<file path="config.mk">
export PLATFORM = sky130hd
export DESIGN_NAME = pipe_ctrl_flat
export DESIGN_NICKNAME = d
export VERILOG_FILES = /design/src/rtl/pipe_ctrl_if.sv /design/src/rtl/pipe_ctrl.sv /design/src/flat_wrapper.sv
export SDC_FILE = /design/constraint.sdc
export NUM_CORES = 1
export LEC_CHECK = 0
export CAP_MARGIN = 0
export CORE_MARGIN = 3
export CORE_UTILIZATION = 43
export CTS_BUF_LIST = sky130_fd_sc_hd__clkbuf_2 sky130_fd_sc_hd__clkbuf_4 sky130_fd_sc_hd__clkbuf_8
export CTS_CLUSTER_DIAMETER = 150
export DETAILED_ROUTE_END_ITERATION = 10
export GPL_ROUTABILITY_DRIVEN = 0
export PLACE_DENSITY_LB_ADDON = 0.12
export RECOVER_POWER = 100
export SYNTH_ARGS = -nofsm -noshare
export SYNTH_HDL_FRONTEND = slang
export SYNTH_SLANG_ARGS = --single-unit
</file>
<file path="constraint.sdc">
create_clock -name clk -period 4.6 [get_ports clk]
set_clock_uncertainty 0.15 [all_clocks]
set_input_delay 0.69 -clock clk [delete_from_list [all_inputs] [get_ports clk]]
set_output_delay 0.69 -clock clk [all_outputs]
set_load 0.03 [all_outputs]
</file>
<file path="src/rtl/pipe_ctrl_if.sv">
// Bus interface between the pipeline sequencer and the rest of the armv7 core.
// The master modport belongs to pipe_ctrl; the slave modport is the core side.
// PIPE_CTRL_PERF_EN adds the retired-instruction and flush counters to the bundle.
interface pipe_ctrl_if #(
  parameter int PHASES = 4
);
  localparam int PW = (PHASES > 1) ? $clog2(PHASES) : 1;

  // Core-side inputs to the sequencer
  logic          hold;
  logic [31:0]   instr;
  logic [3:0]    instr_type;
  logic [31:0]   pc;
  logic [31:0]   cspr;
  logic [31:0]   alu_result;
  logic [3:0]    alu_nzcv;
  logic          alu_writeback;

  // Sequencer outputs
  logic [PW-1:0] phase;
  logic          ir_read_enable;
  logic [31:0]   fd_instr;
  logic          fd_valid;
  logic [31:0]   de_instr;
  logic          de_valid;
  logic          reg_write_enable;
  logic [3:0]    write_address;
  logic [31:0]   write_data;
  logic          pc_write;
  logic [31:0]   pc_update;
  logic          cspr_write;
  logic [31:0]   cspr_update;
  logic          illegal;
`ifdef PIPE_CTRL_PERF_EN
  logic [31:0]   retired_cnt;
  logic [31:0]   flush_cnt;
`endif

  modport master (
    input  hold, instr, instr_type, pc, cspr, alu_result, alu_nzcv, alu_writeback,
`ifdef PIPE_CTRL_PERF_EN
    output retired_cnt, flush_cnt,
`endif
    output phase, ir_read_enable, fd_instr, fd_valid, de_instr, de_valid,
           reg_write_enable, write_address, write_data,
           pc_write, pc_update, cspr_write, cspr_update, illegal
  );

  modport slave (
    output hold, instr, instr_type, pc, cspr, alu_result, alu_nzcv, alu_writeback,
`ifdef PIPE_CTRL_PERF_EN
    input  retired_cnt, flush_cnt,
`endif
    input  phase, ir_read_enable, fd_instr, fd_valid, de_instr, de_valid,
           reg_write_enable, write_address, write_data,
           pc_write, pc_update, cspr_write, cspr_update, illegal
  );
endinterface

</file>
<file path="src/rtl/pipe_ctrl.sv">
// pipe_ctrl: fetch/decode/execute sequencer for the armv7 core.
// Each pipeline cycle lasts PHASES clk cycles; the last one is the commit cycle,
// where the write strobes fire and the F/DE and DE/EX registers advance.
// Taken branches and R15 writes squash both in-flight instructions.
// Optional: define PIPE_CTRL_PERF_EN for retired_cnt / flush_cnt counters.
module pipe_ctrl #(
  parameter int          PHASES  = 4,
  parameter logic [31:0] PC_STEP = 32'd4
) (
  input logic        clk,
  input logic        reset,
  pipe_ctrl_if.master bus
);
  localparam int           PW      = (PHASES > 1) ? $clog2(PHASES) : 1;
  localparam logic [PW-1:0] LAST   = PW'(PHASES - 1);
  localparam logic [3:0]   TYPE_DP = 4'd7;
  localparam logic [3:0]   TYPE_BR = 4'd11;

  logic [PW-1:0] phase_q, phase_d;
  logic [31:0]   fd_instr_q, fd_instr_d;
  logic [31:0]   de_instr_q, de_instr_d;
  logic          fd_valid_q, fd_valid_d;
  logic          de_valid_q, de_valid_d;

  logic          commit;
  logic          cond_pass;
  logic          exec;
  logic          flush;
  logic          reg_write_enable;
  logic [3:0]    write_address;
  logic [31:0]   write_data;
  logic          pc_write;
  logic [31:0]   pc_update;
  logic          cspr_write;
  logic [31:0]   cspr_update;
  logic          illegal;

  logic          flag_n, flag_z, flag_c, flag_v;
  logic [3:0]    rd;
  logic [31:0]   br_offset;

  assign flag_n    = bus.cspr[31];
  assign flag_z    = bus.cspr[30];
  assign flag_c    = bus.cspr[29];
  assign flag_v    = bus.cspr[28];
  assign rd        = de_instr_q[15:12];
  assign br_offset = {{6{de_instr_q[23]}}, de_instr_q[23:0], 2'b00};

  // The commit cycle is the last phase of a pipeline cycle unless the core is stalling.
  assign commit = (phase_q == LAST) && !bus.hold;
  assign exec   = de_valid_q && cond_pass;

  // ARM condition-code evaluation of the instruction in execute against the live flags.
  always_comb begin
    cond_pass = 1'b0;
    case (de_instr_q[31:28])
      4'h0: cond_pass = flag_z;
      4'h1: cond_pass = !flag_z;
      4'h2: cond_pass = flag_c;
      4'h3: cond_pass = !flag_c;
      4'h4: cond_pass = flag_n;
      4'h5: cond_pass = !flag_n;
      4'h6: cond_pass = flag_v;
      4'h7: cond_pass = !flag_v;
      4'h8: cond_pass = flag_c && !flag_z;
      4'h9: cond_pass = !flag_c || flag_z;
      4'hA: cond_pass = (flag_n == flag_v);
      4'hB: cond_pass = (flag_n != flag_v);
      4'hC: cond_pass = !flag_z && (flag_n == flag_v);
      4'hD: cond_pass = flag_z || (flag_n != flag_v);
      4'hE: cond_pass = 1'b1;
      default: cond_pass = 1'b0;
    endcase
  end

  // Write strobes for register file, PC and CSPR; only ever raised in the commit cycle.
  always_comb begin
    reg_write_enable = 1'b0;
    write_address    = 4'd0;
    write_data       = 32'd0;
    pc_write         = 1'b0;
    pc_update        = 32'd0;
    cspr_write       = 1'b0;
    cspr_update      = 32'd0;
    illegal          = 1'b0;
    flush            = 1'b0;
    if (commit) begin
      pc_write  = 1'b1;
      pc_update = bus.pc + PC_STEP;
      if (exec) begin
        case (bus.instr_type)
          TYPE_DP: begin
            if (bus.alu_writeback) begin
              if (rd != 4'd15) begin
                reg_write_enable = 1'b1;
                write_address    = rd;
                write_data       = bus.alu_result;
              end else begin
                pc_update = bus.alu_result;
                flush     = 1'b1;
              end
            end
            if (de_instr_q[20]) begin
              cspr_write  = 1'b1;
              cspr_update = {bus.alu_nzcv, bus.cspr[27:0]};
            end
          end
          TYPE_BR: begin
            pc_update = bus.pc + br_offset;
            flush     = 1'b1;
            if (de_instr_q[24]) begin
              reg_write_enable = 1'b1;
              write_address    = 4'd14;
              write_data       = bus.pc - 32'd4;
            end
          end
          default: illegal = 1'b1;
        endcase
      end
    end
  end

  // Next phase and next pipeline-register contents; advance happens only on commit.
  always_comb begin
    phase_d    = phase_q + PW'(1);
    fd_instr_d = fd_instr_q;
    de_instr_d = de_instr_q;
    fd_valid_d = fd_valid_q;
    de_valid_d = de_valid_q;
    if (phase_q == LAST) begin
      phase_d = bus.hold ? phase_q : '0;
    end
    if (commit) begin
      de_instr_d = fd_instr_q;
      fd_instr_d = bus.instr;
      de_valid_d = flush ? 1'b0 : fd_valid_q;
      fd_valid_d = !flush;
    end
  end

  // Phase counter and pipeline registers; reset drops anything in flight.
  always_ff @(posedge clk) begin
    if (reset) begin
      phase_q    <= '0;
      fd_instr_q <= 32'd0;
      de_instr_q <= 32'd0;
      fd_valid_q <= 1'b0;
      de_valid_q <= 1'b0;
    end else begin
      phase_q    <= phase_d;
      fd_instr_q <= fd_instr_d;
      de_instr_q <= de_instr_d;
      fd_valid_q <= fd_valid_d;
      de_valid_q <= de_valid_d;
    end
  end

`ifdef PIPE_CTRL_PERF_EN
  logic [31:0] retired_cnt_q, retired_cnt_d;
  logic [31:0] flush_cnt_q, flush_cnt_d;

  // Performance counters: executed instructions and pipeline squashes, wrapping freely.
  always_comb begin
    retired_cnt_d = retired_cnt_q + 32'(commit && exec);
    flush_cnt_d   = flush_cnt_q + 32'(flush);
  end

  // Counter registers.
  always_ff @(posedge clk) begin
    if (reset) begin
      retired_cnt_q <= 32'd0;
      flush_cnt_q   <= 32'd0;
    end else begin
      retired_cnt_q <= retired_cnt_d;
      flush_cnt_q   <= flush_cnt_d;
    end
  end

  assign bus.retired_cnt = retired_cnt_q;
  assign bus.flush_cnt   = flush_cnt_q;
`endif

  assign bus.phase            = phase_q;
  assign bus.ir_read_enable   = (phase_q == '0);
  assign bus.fd_instr         = fd_instr_q;
  assign bus.fd_valid         = fd_valid_q;
  assign bus.de_instr         = de_instr_q;
  assign bus.de_valid         = de_valid_q;
  assign bus.reg_write_enable = reg_write_enable;
  assign bus.write_address    = write_address;
  assign bus.write_data       = write_data;
  assign bus.pc_write         = pc_write;
  assign bus.pc_update        = pc_update;
  assign bus.cspr_write       = cspr_write;
  assign bus.cspr_update      = cspr_update;
  assign bus.illegal          = illegal;
endmodule
</file>
<file path="src/flat_wrapper.sv">
// flat-port wrapper written by rule: the top's interface ports become plain ports
module pipe_ctrl_flat 
#(
  parameter int          PHASES  = 4,
  parameter logic [31:0] PC_STEP = 32'd4
)
  (clk, reset, bus_hold, bus_instr, bus_instr_type, bus_pc, bus_cspr, bus_alu_result, bus_alu_nzcv, bus_alu_writeback, bus_phase, bus_ir_read_enable, bus_fd_instr, bus_fd_valid, bus_de_instr, bus_de_valid, bus_reg_write_enable, bus_write_address, bus_write_data, bus_pc_write, bus_pc_update, bus_cspr_write, bus_cspr_update, bus_illegal);
  pipe_ctrl_if #(.PHASES(PHASES)) bus_i ();
  input logic clk;
  input logic reset;
  input wire logic [$bits(bus_i.hold)-1:0] bus_hold;
  input wire logic [$bits(bus_i.instr)-1:0] bus_instr;
  input wire logic [$bits(bus_i.instr_type)-1:0] bus_instr_type;
  input wire logic [$bits(bus_i.pc)-1:0] bus_pc;
  input wire logic [$bits(bus_i.cspr)-1:0] bus_cspr;
  input wire logic [$bits(bus_i.alu_result)-1:0] bus_alu_result;
  input wire logic [$bits(bus_i.alu_nzcv)-1:0] bus_alu_nzcv;
  input wire logic [$bits(bus_i.alu_writeback)-1:0] bus_alu_writeback;
  output wire logic [$bits(bus_i.phase)-1:0] bus_phase;
  output wire logic [$bits(bus_i.ir_read_enable)-1:0] bus_ir_read_enable;
  output wire logic [$bits(bus_i.fd_instr)-1:0] bus_fd_instr;
  output wire logic [$bits(bus_i.fd_valid)-1:0] bus_fd_valid;
  output wire logic [$bits(bus_i.de_instr)-1:0] bus_de_instr;
  output wire logic [$bits(bus_i.de_valid)-1:0] bus_de_valid;
  output wire logic [$bits(bus_i.reg_write_enable)-1:0] bus_reg_write_enable;
  output wire logic [$bits(bus_i.write_address)-1:0] bus_write_address;
  output wire logic [$bits(bus_i.write_data)-1:0] bus_write_data;
  output wire logic [$bits(bus_i.pc_write)-1:0] bus_pc_write;
  output wire logic [$bits(bus_i.pc_update)-1:0] bus_pc_update;
  output wire logic [$bits(bus_i.cspr_write)-1:0] bus_cspr_write;
  output wire logic [$bits(bus_i.cspr_update)-1:0] bus_cspr_update;
  output wire logic [$bits(bus_i.illegal)-1:0] bus_illegal;
  assign bus_i.hold = bus_hold;
  assign bus_i.instr = bus_instr;
  assign bus_i.instr_type = bus_instr_type;
  assign bus_i.pc = bus_pc;
  assign bus_i.cspr = bus_cspr;
  assign bus_i.alu_result = bus_alu_result;
  assign bus_i.alu_nzcv = bus_alu_nzcv;
  assign bus_i.alu_writeback = bus_alu_writeback;
  assign bus_phase = bus_i.phase;
  assign bus_ir_read_enable = bus_i.ir_read_enable;
  assign bus_fd_instr = bus_i.fd_instr;
  assign bus_fd_valid = bus_i.fd_valid;
  assign bus_de_instr = bus_i.de_instr;
  assign bus_de_valid = bus_i.de_valid;
  assign bus_reg_write_enable = bus_i.reg_write_enable;
  assign bus_write_address = bus_i.write_address;
  assign bus_write_data = bus_i.write_data;
  assign bus_pc_write = bus_i.pc_write;
  assign bus_pc_update = bus_i.pc_update;
  assign bus_cspr_write = bus_i.cspr_write;
  assign bus_cspr_update = bus_i.cspr_update;
  assign bus_illegal = bus_i.illegal;
  pipe_ctrl #(.PHASES(PHASES), .PC_STEP(PC_STEP)) u_core (.clk(clk), .reset(reset), .bus(bus_i));
endmodule
</file>
Word-level counts from Yosys, hierarchy flattened
Cells that the tools add are included.

$add $sub $neg: 4. Equality and inequality tests: 21. Mux-type cells: 44. Reduce and logical (&&, ||, !) cells: 15.

Operators with widths (count): $mux W32 (13); $pmux W32 S2 (2); $add A32 B3 Y32 const B (1); $add A32 B32 Y32 (1); $eq A4 B4 Y1 const B (8); $sub A32 B3 Y32 const B (1); $eq A4 B3 Y1 const B (5); $mux W4 (5); $mux W1 (18); $pmux W1 S15 (1); $eq A4 B2 Y1 const B (2); $pmux W4 S2 (1); $logic_not A1 Y1 (6); $eq A4 B1 Y1 const B (1); $logic_and A1 B1 Y1 (4); $logic_not A4 Y1 (1); $mux W2 (2); $ne A4 B4 Y1 const B (1); $pmux W1 S2 (2); $add A2 B1 Y2 const B (1); $eq A2 B2 Y1 const B (1); $logic_not A2 Y1 (1); $logic_or A1 B1 Y1 (2); $ne A2 B2 Y1 const B (1); 3 further kinds (3).

Register bits after elaboration: 68. Input port bits: 140. Output and inout bits: 173. Word-level logic and storage cells: 89.

Depth between registers and ports, before layout
Depth in word-level cells: 7. Mapped depth: 12.

Least setup slack after synthesis
No wires, ideal clock.

Kind: input to output. Start: in bus_pc[8]. End: out bus_write_data[29]. Arrival: 3.240 ns. Data required time: 3.760 ns. Slack: 0.520 ns. Cell stages on the path: 10. Cells stage by stage: buf_2 or4_4 or4_4 or3_4 nor2_4 nand3b_4 nor4_2 xor2_1 a22oi_1 nor2_1.

Word-level cells in the longest chain between the ends: 5.

Ends and longest elaborated chain: start: declaration (line flat_wrapper.sv:14) `input wire logic [$bits(bus_i.pc)-1:0] bus_pc;`; $sub A32 B3 Y32 (line pipe_ctrl.sv:114) `write_data = bus.pc - 32'd4;`; $mux W32 (line pipe_ctrl.sv:111) `if (de_instr_q[24]) begin`; $pmux W32 S2 (line pipe_ctrl.sv:91) `case (bus.instr_type)`; $mux W32 (line pipe_ctrl.sv:90) `if (exec) begin`; $mux W32 (line pipe_ctrl.sv:87) `if (commit) begin`; end: declaration (line flat_wrapper.sv:27) `output wire logic [$bits(bus_i.write_data)-1:0] bus_write_data;`.

Every way passes these cells.

Worst setup path in the final report
Start: in bus_pc[7]. End: out bus_write_data[29].

The elaborated chain is that of the path after synthesis.

==> metrics <==
Unique masters post-synth 64; pwr dens 152 nW/um^2; crit path time final 4.48 ns; top_reg_cell synth dfxtp_1; Residual DRC 0; number of core rows 44; final worst slack 0.119 ns; I/O Buffers 312; DRT met1 WL 10200 um; Final period util 97.4%; Post-Place Setup Slack -0.117 ns; Die Wd 129 um; Slew @ Worst Pin 3.01 ns; Yosys reg bits 68; length of routed met3 wiring 2640 um; most common cell after layout, fill and taps aside nand2_1; reg2reg path depth 9; first-pass GRT wire length 39100 um; GRT Overall Usage 29.6%; CP Launch Type primary input; Crit Path Max Fanout 4; most frequent cells in the layout nand2_1 (178), buf_4 (140), clkdlybuf4s50_1 (139), a21oi_1 (101), nor2_1 (72); Clock Latency Late Sink 0.36 ns; peak supply drop 245 uV; Mapped Area 6450 um^2; final setup vio count 0; Max Clk Rate 223 MHz; Slew HR -101%; CP endpoint kind output port; Yosys top cell by area dfxtp_1; Synth area leaders dfxtp_1 (21%), nand2_1 (10%), a21oi_1 (7.9%); Final Max Tran Viols 69; vias in the first global route 7437; Final Core Density 69.8%; Num CTS Buffers 9; hold depth 2; yosys warns 0; Arrival @ worst endpoint 3.64 ns; TritonCTS clock tree yes; Routed WL per cell 18.0 um; largest net degree at the start of global routing 79; Max-Cap Viols 1; Post-Syn Instances 925; die height 129 um; status complete, but fails checks; asr flop ratio synth 0%; Core Box Area 14600 um^2; Die ar. 16500 um^2; WL met2 12300 um; Post-Syn Nets 1099; Initial DRC Count 756; Post-synth EDFFs 0; GRT overflow 0; maximum root-to-sink buffer count 2; critical path class primary input to output port; First-pass DRT Iterations 5; clk slew on worst S/H paths 0.09 ns; part of the Yosys area used for sequential elements 21.1%; WP data required 3.76 ns; final net count 1429; Initial Util 44.2%; RSZ-0062 raised after global routing no; Avg Inst Size Synth 6.98 um^2; share of cells above drive strength 1 16.2%; Final Hold Vio Count 0; clock sinks 68; post-synth top area share 21.1%; drt via density 5.62; vias 8129; Hold Path Class flip-flop to flip-flop; violated checks capacitance limit, slew limit; P&R area growth vs syn 57.9%; Routed Antenna Nets 0; clock root cell clkbuf_8; H-tree depth 3; # IOs 313; top layer in use met4; final wirelength 26000 um; antenna violations before repair 2; Static Leak 0.00427 uW; Detailed Place HPWL 20400 um
[through the flow]
stage / total power, uW / cells / hold slack (ns) / setup TNS (ns) / area (um^2)
global placement: 1030 / 1423 / 0.293 / -0.148 / 9930
finish: 1550 / 1446 / 0.304 / 0 / 10200
CTS: 1560 / 1439 / 0.310 / 0 / 10200
detailed placement: 1030 / 1423 / 0.300 / -0.131 / 9930
floorplan: 798 / 925 / 0.434 / 0 / 6450
global route: 1620 / 1446 / 0.328 / 0 / 10200
[worst max-delay path, stage by stage]
cell and delay, ns:
clkdlybuf4s50_1 0.46, or4_4 0.57, or4_4 0.45, or3_4 0.44, nor2_4 0.20, nand3b_4 0.11
nor4_2 0.18, xor2_1 0.16, a22oi_1 0.09, nor2_1 0.11, buf_4 0.17
[flip-flops by register name, indices dropped and copies added (netlist names)]
register and count:
u_core.bus.phase 2, u_core.bus.de_valid 1, u_core.bus.fd_instr 32, u_core.bus.de_instr 32, u_core.bus.fd_valid 1
[synthesized netlist by cell type (7+ instances only)]
cell / count
inv_1: 11
ha_1: 33
o22ai_1: 17
a21oi_1: 102
nand2b_1: 11
a21o_1: 14
and3_1: 12
nand4_1: 10
nor3_1: 15
nand3_1: 16
nor2_1: 73
xnor2_1: 28
mux2i_1: 8
o21a_1: 10
and2_1: 42
a31oi_1: 7
clkbuf_1: 51
dfxtp_1: 68
xor2_1: 49
nand2_1: 179
a22oi_1: 48
o21ai_0: 17
[metal layers]
metal / global-route usage [%] / vias up
li1: - / 3948
met1: 36.7 / 3725
met2: 50.5 / 401
met3: 6.93 / 55
met4: 9.88 / 0
met5: 0 / -
[cell type report]
type / instances / area (um^2)
multi-input cells: 784 / 4900
fillers: 1288 / 4400
repair buffers: 381 / 3440
flip-flops and latches: 68 / 1360
well taps: 184 / 230
clock buffers: 10 / 138
clock inverters: 6 / 70.1
inverters: 11 / 41.3
diodes: 2 / 5.00
[cell families (layout without fill, tap and decap cells)]
kind of cell               after synthesis  after routing  synth area share (%)
and+or+nand+nor                        404            404                  30.2
xor gates and xnor gates                77             77                  10.4
AOI/OAI and AO/OA                      260            260                  25.7
adders and majority gates               34             34                  6.71
buffers and inverters                   73            408                  4.48
DFF                                     68             68                  21.1
other                                    0              2                     0
muxes                                    9              9                  1.42
[where the power goes]
| part | internal, uW | leakage (uW) | total [uW] | switching (uW) |
|---|---|---|---|---|
| Clock | 270 | 0.000107 | 532 | 262 |
| Sequential | 598 | 0.000549 | 606 | 7.78 |
| Combinational | 209 | 0.00361 | 415 | 206 |
[what timing repair did]
action                                  4_1_cts  5_1_grt
buffers inserted                              0        5
endpoints found under the setup margin        2       15
pin swaps                                     3       14
gates resized for setup                       7       16
hold buffers                                  0        0
[path summary, 6_finish.rpt]
kind | end | startpoint | slack [ns]
hold reg to reg | u_core.bus.de_instr[27]$_SDFFE_PP0P_ | u_core.bus.de_instr[27]$_SDFFE_PP0P_ | 0.30
setup / recovery | bus_write_data[29] | bus_pc[7] | 0.12
setup reg to reg | u_core.bus.fd_valid$_SDFFE_PP0P_ | u_core.bus.de_instr[28]$_SDFFE_PP0P_ | 1.94
hold / removal | u_core.bus.de_instr[27]$_SDFFE_PP0P_ | u_core.bus.de_instr[27]$_SDFFE_PP0P_ | 0.30
No activity file was read; power rests on OpenSTA's default activity.
